## src/rtl/fetch_unit_pkg.sv

```systemverilog
// Shared processor types and constants: the IF/ID record, the bubble value and the instruction width.
// Imported by fetch_unit and pc_reg.
package fetch_unit_pkg;

    localparam int XLEN    = 64;
    localparam int INSTR_W = 32;

    localparam logic [INSTR_W-1:0] NOP_INSTR = '0;

    typedef struct packed {
        logic               valid;
        logic [XLEN-1:0]    pc;
        logic [INSTR_W-1:0] instr;
    } ifid_t;

    localparam ifid_t IFID_BUBBLE = '{valid: 1'b0, pc: '0, instr: NOP_INSTR};

    // Branch targets are forced onto a word boundary before they reach the PC.
    function automatic logic [XLEN-1:0] align_target(input logic [XLEN-1:0] target);
        return {target[XLEN-1:2], 2'b00};
    endfunction

endpackage

```

## src/rtl/fetch_unit_pc_reg.sv

```systemverilog
// Program counter register with asynchronous active-high reset and load enable.
module pc_reg
    import fetch_unit_pkg::*;
#(
    parameter logic [63:0] RESET_PC = 64'h0
) (
    input  logic            clk,
    input  logic            reset,
    input  logic            en_i,
    input  logic [XLEN-1:0] pc_d_i,
    output logic [XLEN-1:0] pc_q_o
);

    logic [XLEN-1:0] pc_q;

    always_ff @(posedge clk or posedge reset) begin
        if (reset) begin
            pc_q <= RESET_PC;
        end else if (en_i) begin
            pc_q <= pc_d_i;
        end
    end

    assign pc_q_o = pc_q;

endmodule

```

## src/rtl/fetch_unit.sv

```systemverilog
// Instruction fetch stage: PC selection, imem addressing and the IF/ID pipeline register.
// Define FETCH_PERF_EN to add the fetch/stall performance counters and their ports.
module fetch_unit
    import fetch_unit_pkg::*;
#(
    parameter logic [63:0] RESET_PC = 64'h0,
    parameter int          IMEM_AW  = 6
) (
    input  logic               clk,
    input  logic               reset,
    input  logic               stall_i,
    input  logic               pc_src_i,
    input  logic [63:0]        branch_target_i,
    output logic [IMEM_AW-1:0] imem_addr_o,
    input  logic [31:0]        imem_q_i,
    output logic               ifid_valid_o,
    output logic [63:0]        ifid_pc_o,
    output logic [31:0]        ifid_instr_o
`ifdef FETCH_PERF_EN
    ,
    output logic [31:0]        perf_fetch_o,
    output logic [31:0]        perf_stall_o
`endif
);

    logic [XLEN-1:0] pc_q;
    logic [XLEN-1:0] pc_d;
    logic            pc_en;
    ifid_t           ifid_q;
    ifid_t           ifid_d;
    logic            do_fetch;
    logic            do_hold;

    // Redirect wins over stall; a stall alone freezes both PC and IF/ID.
    assign do_fetch = !pc_src_i && !stall_i;
    assign do_hold  = !pc_src_i &&  stall_i;
    assign pc_en    = !do_hold;

    always_comb begin
        pc_d = pc_q + 64'd4;
        if (pc_src_i) begin
            pc_d = align_target(branch_target_i);
        end
    end

    pc_reg #(
        .RESET_PC (RESET_PC)
    ) u_pc_reg (
        .clk    (clk),
        .reset  (reset),
        .en_i   (pc_en),
        .pc_d_i (pc_d),
        .pc_q_o (pc_q)
    );

    // Addresses beyond the imem range alias by dropping the high PC bits.
    assign imem_addr_o = pc_q[IMEM_AW+1:2];

    always_comb begin
        ifid_d = ifid_q;
        if (pc_src_i) begin
            ifid_d = IFID_BUBBLE;
        end else if (!stall_i) begin
            ifid_d.valid = 1'b1;
            ifid_d.pc    = pc_q;
            ifid_d.instr = imem_q_i;
        end
    end

    always_ff @(posedge clk or posedge reset) begin
        if (reset) begin
            ifid_q <= IFID_BUBBLE;
        end else begin
            ifid_q <= ifid_d;
        end
    end

    assign ifid_valid_o = ifid_q.valid;
    assign ifid_pc_o    = ifid_q.pc;
    assign ifid_instr_o = ifid_q.instr;

`ifdef FETCH_PERF_EN
    logic [31:0] perf_fetch_q;
    logic [31:0] perf_fetch_d;
    logic [31:0] perf_stall_q;
    logic [31:0] perf_stall_d;

    always_comb begin
        perf_fetch_d = perf_fetch_q;
        perf_stall_d = perf_stall_q;
        if (do_fetch) begin
            perf_fetch_d = perf_fetch_q + 32'd1;
        end
        if (do_hold) begin
            perf_stall_d = perf_stall_q + 32'd1;
        end
    end

    always_ff @(posedge clk or posedge reset) begin
        if (reset) begin
            perf_fetch_q <= '0;
            perf_stall_q <= '0;
        end else begin
            perf_fetch_q <= perf_fetch_d;
            perf_stall_q <= perf_stall_d;
        end
    end

    assign perf_fetch_o = perf_fetch_q;
    assign perf_stall_o = perf_stall_q;
`endif

endmodule

```

## config.mk

```make
export PLATFORM = sky130hd
export DESIGN_NAME = fetch_unit
export DESIGN_NICKNAME = d
export VERILOG_FILES = /design/src/rtl/fetch_unit_pkg.sv /design/src/rtl/fetch_unit_pc_reg.sv /design/src/rtl/fetch_unit.sv
export SDC_FILE = /design/constraint.sdc
export NUM_CORES = 1
export LEC_CHECK = 0
export ABC_AREA = 1
export CAP_MARGIN = 20
export CORE_MARGIN = 4
export CORE_UTILIZATION = 54
export DETAILED_ROUTE_END_ITERATION = 10
export PLACE_DENSITY = 0.88
export SLEW_MARGIN = 0
export SYNTH_ARGS = -nofsm -noshare
export SYNTH_HDL_FRONTEND = slang
export SYNTH_SLANG_ARGS = --single-unit
export TNS_END_PERCENT = 1
```

## constraint.sdc

```tcl
create_clock -name clk -period 10.26 [get_ports clk]
set_clock_uncertainty 0.2 [all_clocks]
set_input_delay 2.052 -clock clk [delete_from_list [all_inputs] [get_ports clk]]
set_output_delay 2.052 -clock clk [all_outputs]
set_load 0.02 [all_outputs]
```

==> reports/qor.txt, run 1 <==
register area share after synthesis - 0.4692
Post-Synthesis Cells - 1,149
setup violators final - 0
Clock Path Buffers - 2
Fmax - 222.8 MHz
gr usage total - 0.2968
IO Pins - 203
setup bufs post-CTS - 0
Final Wtd Congestion - 1.055
initial antenna violation count - 0
CTS tree - built
number of synthesized flops with an enable pin - 0
gr ovfl total - 0
CTS Buf Count - 17
Pwr Total - 1.704 mW
die area - 0.01767 mm^2
CTS root buffer - clkbuf_16
setup_tns - 0 ns
CP Capture Type - flip-flop
CTS resizes - 0
post-synth cell types - 30
CTS sink cnt - 158
first-pass GRT wire length - 41.80 mm
multi-input logic area - 0.003775 mm^2
Synthesis Warnings - 0
vias in the first global route - 8,153
RSZ-0062 raised after global routing - false
GRT busiest layer - met2
worst-case vdd ir drop - 117.1 uV
Final WS setup - 5.771 ns
Die Span Y - 132.9 um
drt drc - 0
fin crit period - 4.489 ns
final period utilization - 0.4375
final non-filler cell total - 1,547
Post-DP HPWL - 18.07 mm
drt pass-1 iters - 8
Std-Cell Rows - 45
GRT met2 Usage - 0.4628
final core utilization - 0.7291
post-route ant nets - 0
Rel. slew slack - 0.3971
Final Hold Viols - 0
vias per cell - 5.533
M1 GR Usage - 0.4014
Synthesized Nets - 1,250
hold-fix buffers at CTS - 0
Area Growth Syn to Fin - 32.01%
diodes inserted - 0
M3 GR Usage - 0.07148
FF/Latch Area - 0.003954 mm^2
largest net degree at the start of global routing - 97
arrival time worst endpoint - 4.61 ns
DR vias - 8,560
Fill cells - 1,135
area leader, netlist - dfrtp_1
maxcap violations - 0
Yosys reg bits - 158
Hold Path Class - flip-flop to flip-flop
Clock Latency Late Sink - 0.43 ns
Routed WL per cell - 16.85 um
post-synth top area share - 0.4692
die width - 132.9 um
H-tree lvl count - 4
Pleak - 5.173 nW
CP Max Fanout - 76
initial core utilization - 0.5523
Setup crit start kind - input port
pins over their slew limit - 0
top post-synthesis cells by area - dfrtp_1, nand2_1, o21ai_0
Top FF cell, synth - dfrtp_1
share of layout cells above drive strength 1 - 0.05539
clock transition at the registers of the reported paths - 0.06 ns
WS Path Type - input port to flip-flop
outcome - completed
cell area power density - 153.2 mW/mm^2
asr flop ratio synth - 1.000
mean post-synth cell area - 7.334 um^2
worst-margin pin slew - 0.9043 ns
Cells after DPL - 1,514
Port Buffers - 200
drt total wl - 26.07 mm
WP data required - 10.38 ns
Iteration-0 DRC Markers - 949
Layout Nets - 1,424
Post-Syn Area - 0.008427 mm^2
core area - 0.01526 mm^2
dpl ws - 5.412 ns
[stage by stage]
stage               area (um^2)  hold slack, ns
floorplan                  8427          0.2670
global placement          10530          0.2546
detailed placement        10530          0.2582
CTS                       11100          0.2734
global route              11120          0.2886
finish                    11120          0.2718
[flip-flops by register name (all words and copies together), names as in the netlist]
signal           count
ifid_instr_o        32
ifid_valid_o         1
u_pc_reg.pc_q_o     62
ifid_pc_o           63
[final cells by class]
class,instances,area share
Timing Repair Buffer,208,0.1865
Tap cell,211,0.02373
Multi-Input combinational cell,812,0.3393
Inverter,126,0.04296
Clock buffer,19,0.03982
Clock inverter,13,0.01226
Sequential cell,158,0.3554
[power breakdown]
| group | switching (mW) | internal [mW] | total [mW] |
|---|---|---|---|
| Combinational | 0.196 | 0.143 | 0.339 |
| Sequential | 0.0578 | 0.681 | 0.738 |
| Clock | 0.262 | 0.364 | 0.627 |
[worst max-delay path, cell delays in order]
cell and delay [ns]:
clkdlybuf4s50_1 0.40, buf_4 0.25, nor2_4 0.15, buf_4 0.58, buf_4 0.72, o211ai_1 0.21, nand2_1 0.11, inv_1 0.04
[routing by layer]
layer  wire length, um  up-vias
li1                  -     4025
met3              2774       65
met2             12070      476
met4               818        0
met1             10410     3994
met5                 0        -
[cells in the mapped netlist, types with 6 or more instances]
master / instances
a21oi_1: 12
a22o_1: 37
buf_1: 10
buf_2: 6
buf_4: 7
clkbuf_1: 30
dfrtp_1: 158
inv_1: 119
inv_2: 7
nand2_1: 376
nand2_2: 9
nand3_1: 62
nand4_1: 6
nor2_1: 117
nor2_2: 9
o211ai_1: 15
o21ai_0: 116
o21ai_1: 27
o22ai_1: 6
[cell families (layout without fill, tap and decap cells)]
kind of cell | count (synthesis) | count (layout) | synth area share
AND/OR/NAND/NOR | 588 | 588 | 0.2873
AO/OA/AOI/OAI | 219 | 219 | 0.1541
buffers and inverters | 179 | 366 | 0.08374
flip-flops | 158 | 158 | 0.4692
XOR/XNOR | 4 | 4 | 0.004158
adder cells (fa/ha/maj) | 1 | 1 | 0.001485
[cells in the final DEF (no fill, tap or decap), types with 4 or more instances in the layout]
master           count
clkdlybuf4s50_1    200
nand4_1              6
a21oi_1             12
nand2_1            376
buf_4                7
inv_2                8
a22o_1              37
nand3_1             62
o21ai_1             27
clkinvlp_4           4
clkinv_2             4
o21ai_0            116
dfrtp_1            158
clkbuf_16           17
inv_1              117
nor2_2               9
nor2_1             116
o211ai_1            15
inv_6                4
o22ai_1              6
nand2_2              9
[path summary, 6_finish.rpt]
kind / from / end / slack, ns / depth (start not counted)
min in group asynchronous: reset / ifid_pc_o[11]$_DFFE_PP0N_ / 1.97 / 2
max in group asynchronous: reset / ifid_pc_o[38]$_DFFE_PP0N_ / 6.50 / 3
min: ifid_pc_o[3]$_DFFE_PP0N_ / ifid_pc_o[3]$_DFFE_PP0N_ / 0.27 / 2
max: pc_src_i / u_pc_reg.pc_q_o[28]$_DFFE_PP0N_ / 5.77 / 8
min reg2reg: ifid_pc_o[3]$_DFFE_PP0N_ / ifid_pc_o[3]$_DFFE_PP0N_ / 0.27 / 2
max reg2reg: u_pc_reg.pc_q_o[3]$_DFFE_PP0N_ / u_pc_reg.pc_q_o[44]$_DFFE_PP0N_ / 7.93 / 10
Power figures use the tool's default switching activity.
==> run 2: changes to the inputs <==
- CORE_UTILIZATION: 54 -> 50
- PLACE_DENSITY: 0.88 -> 0.82
- clock period: 10.26 -> 4.7 ns (I/O delays scaled with it)
==> run 2 against run 1 <==
Effect of this change:
- sequential share of layout area down 0.21 points
- count of clock-buffer cells in the layout down 1
- critical endpoint is now ifid_pc_o[43]$_DFFE_PP0N_
- largest power group unchanged
- die area increased by 7.5%
==> reports/qor.txt, run 2 (same netlist as run 1, synthesis figures left out) <==
Rel. slew slack - 0.3894 (-0.007697)
gr ovfl total - 0 (unchanged)
Cells after DPL - 1,526 (+0.79%)
Std-Cell Rows - 47 (+4.4%)
setup_tns - 0 ns (unchanged)
CP Capture Type - flip-flop
Critical Path Most Common Cell - buf_4
most frequent cells in the layout - nand2_1, clkdlybuf4s50_1, dfrtp_1
WP data required - 4.82 ns (-5.56 ns)
WS Path Type - input port to flip-flop
cell area power density - 331.5 mW/mm^2 (+120%)
Clock Path Buffers - 2 (unchanged)
post-route ant nets - 0 (unchanged)
post-placement cell area - 0.01060 mm^2 (+0.67%)
outcome - completed
Hold Slack - 0.2771 ns (+0.005289 ns)
first-pass GRT wire length - 41.42 mm (-0.91%)
Fill cells - 1,367 (+20%)
die area - 0.01899 mm^2 (+7.5%)
Final Hold Viols - 0 (unchanged)
setup violators final - 0 (unchanged)
clock transition at the registers of the reported paths - 0.06 ns (about the same)
CP Launch Point - stall_i
CTS tree - built
setup bufs post-CTS - 0 (unchanged)
Post-DP HPWL - 19.15 mm (+5.9%)
Fmax - 321.7 MHz
DR vias - 8,280 (-3.3%)
CP cell instances - clkdlybuf4s50_1 > inv_2 > nor2_4 > buf_4 > buf_4 > nand2_1 > o21ai_0
Routed WL per cell - 16.79 um (-0.40%)
initial core utilization - 0.5100 (-0.04232)
critical path's top delay family - buffers and inverters
arrival time worst endpoint - 3.23 ns (-1.38 ns)
most common cell after layout, fill and taps aside - nand2_1
final non-filler cell total - 1,559 (+0.78%)
pins over their slew limit - 0 (unchanged)
CTS resizes - 0 (unchanged)
vias per cell - 5.311 (-4.0%)
drt drc - 0 (unchanged)
maxcap violations - 0 (unchanged)
slowest stage delay, CP - 0.70 ns (-0.02 ns)
number of flip-flops in the largest register - 63 (unchanged)
Die Span Y - 137.8 um (+3.7%)
Area Growth Syn to Fin - 32.78%
Final Wtd Congestion - 0.9652 (-8.5%)
dpl ws - 1.177 ns (-4.236 ns)
CTS root buffer - clkbuf_16
fin crit period - 3.108 ns
gr usage total - 0.2812 (-0.01555)
initial antenna violation count - 0 (unchanged)
die width - 137.8 um (+3.7%)
H-tree lvl count - 4 (unchanged)
CTS Buf Count - 17 (unchanged)
vias in the first global route - 7,830 (-4.0%)
Layout Nets - 1,427 (+0.21%)
Finished Cell Area - 0.01119 mm^2 (+0.59%)
Setup crit start kind - input port
final period utilization - 0.6613
reg2reg start - u_pc_reg.pc_q_o[3]$_DFFE_PP0N_
slowest CP cell - buf_4
largest net degree at the start of global routing - 87 (-10%)
CP bufs+invs - 4 (-1)
worst-margin pin slew - 0.9159 ns (+0.01155 ns)
CTS sink cnt - 158 (unchanged)
hold-fix buffers at CTS - 0 (unchanged)
CP Max Fanout - 86 (+13%)
share of layout cells above drive strength 1 - 0.05751 (+0.002116)
core area - 0.01652 mm^2 (+8.3%)
Iteration-0 DRC Markers - 593 (-38%)
Hold Path Class - flip-flop to flip-flop
RSZ-0062 raised after global routing - false
drt total wl - 26.17 mm (+0.37%)
Port Buffers - 200 (unchanged)
IO Pins - 203 (unchanged)
diodes inserted - 0 (unchanged)
drt pass-1 iters - 5 (-3)
Pleak - 5.205 nW (+0.61%)
Final WS setup - 1.592 ns (-4.179 ns)
worst-case vdd ir drop - 246.1 uV (+110%)
Hold Path Origin - ifid_pc_o[3]$_DFFE_PP0N_
Clock Latency Late Sink - 0.43 ns (about the same)
[run 2: cell type report]
class                           instances  area, um^2  share of cell area
Multi-Input combinational cell        812        3775              0.3374
Inverter                              126       476.7             0.04260
Clock inverter                         14       145.1             0.01297
Timing Repair Buffer                  211        2135              0.1908
Clock buffer                           18       429.2             0.03835
Tap cell                              220       275.3             0.02460
Sequential cell                       158        3954              0.3533
[run 2: report_power, final]
part	internal [mW]	switching (mW)
clock	0.781	0.578
sequential	1.49	0.126
combinational	0.317	0.422
total	2.58	1.13
[run 2: metal layers]
metal	wire [um]	track usage	vias to the layer above
met3	2239	0.06939	49
met5	0	0	-
met4	659	0.09166	0
met2	11920	0.4336	333
li1	-	-	4018
met1	11350	0.3911	3880
[run 2: worst register-to-register path: stages, from the launching register on]
cell	delay, ns
dfrtp_1	0.46
ha_1	0.23
nand2_2	0.11
nor2_1	0.26
nand2_1	0.16
nor2_1	0.41
nand2_1	0.09
nand2_1	0.08
nand3_1	0.06
nand2_1	0.06
nand2_1	0.04
[run 2: final timing paths]
check,endpoint,slack [ns],cells after the start
max in group asynchronous,u_pc_reg.pc_q_o[63]$_DFFE_PP0N_,2.77,4
max reg2reg,u_pc_reg.pc_q_o[44]$_DFFE_PP0N_,2.42,10
min in group asynchronous,ifid_instr_o[9]$_DFFE_PP0N_,0.60,2
max,ifid_pc_o[43]$_DFFE_PP0N_,1.59,7
min,ifid_pc_o[3]$_DFFE_PP0N_,0.28,2
min reg2reg,ifid_pc_o[3]$_DFFE_PP0N_,0.28,2
[run 2: through the flow]
| step | total power [mW] | util |
|---|---|---|
| floorplan | 2.025 | - |
| global placement | 2.344 | 0.6412 |
| detailed placement | 2.361 | 0.6412 |
| CTS | 3.713 | 0.6759 |
| global route | 3.873 | 0.6771 |
| finish | 3.710 | 0.6771 |
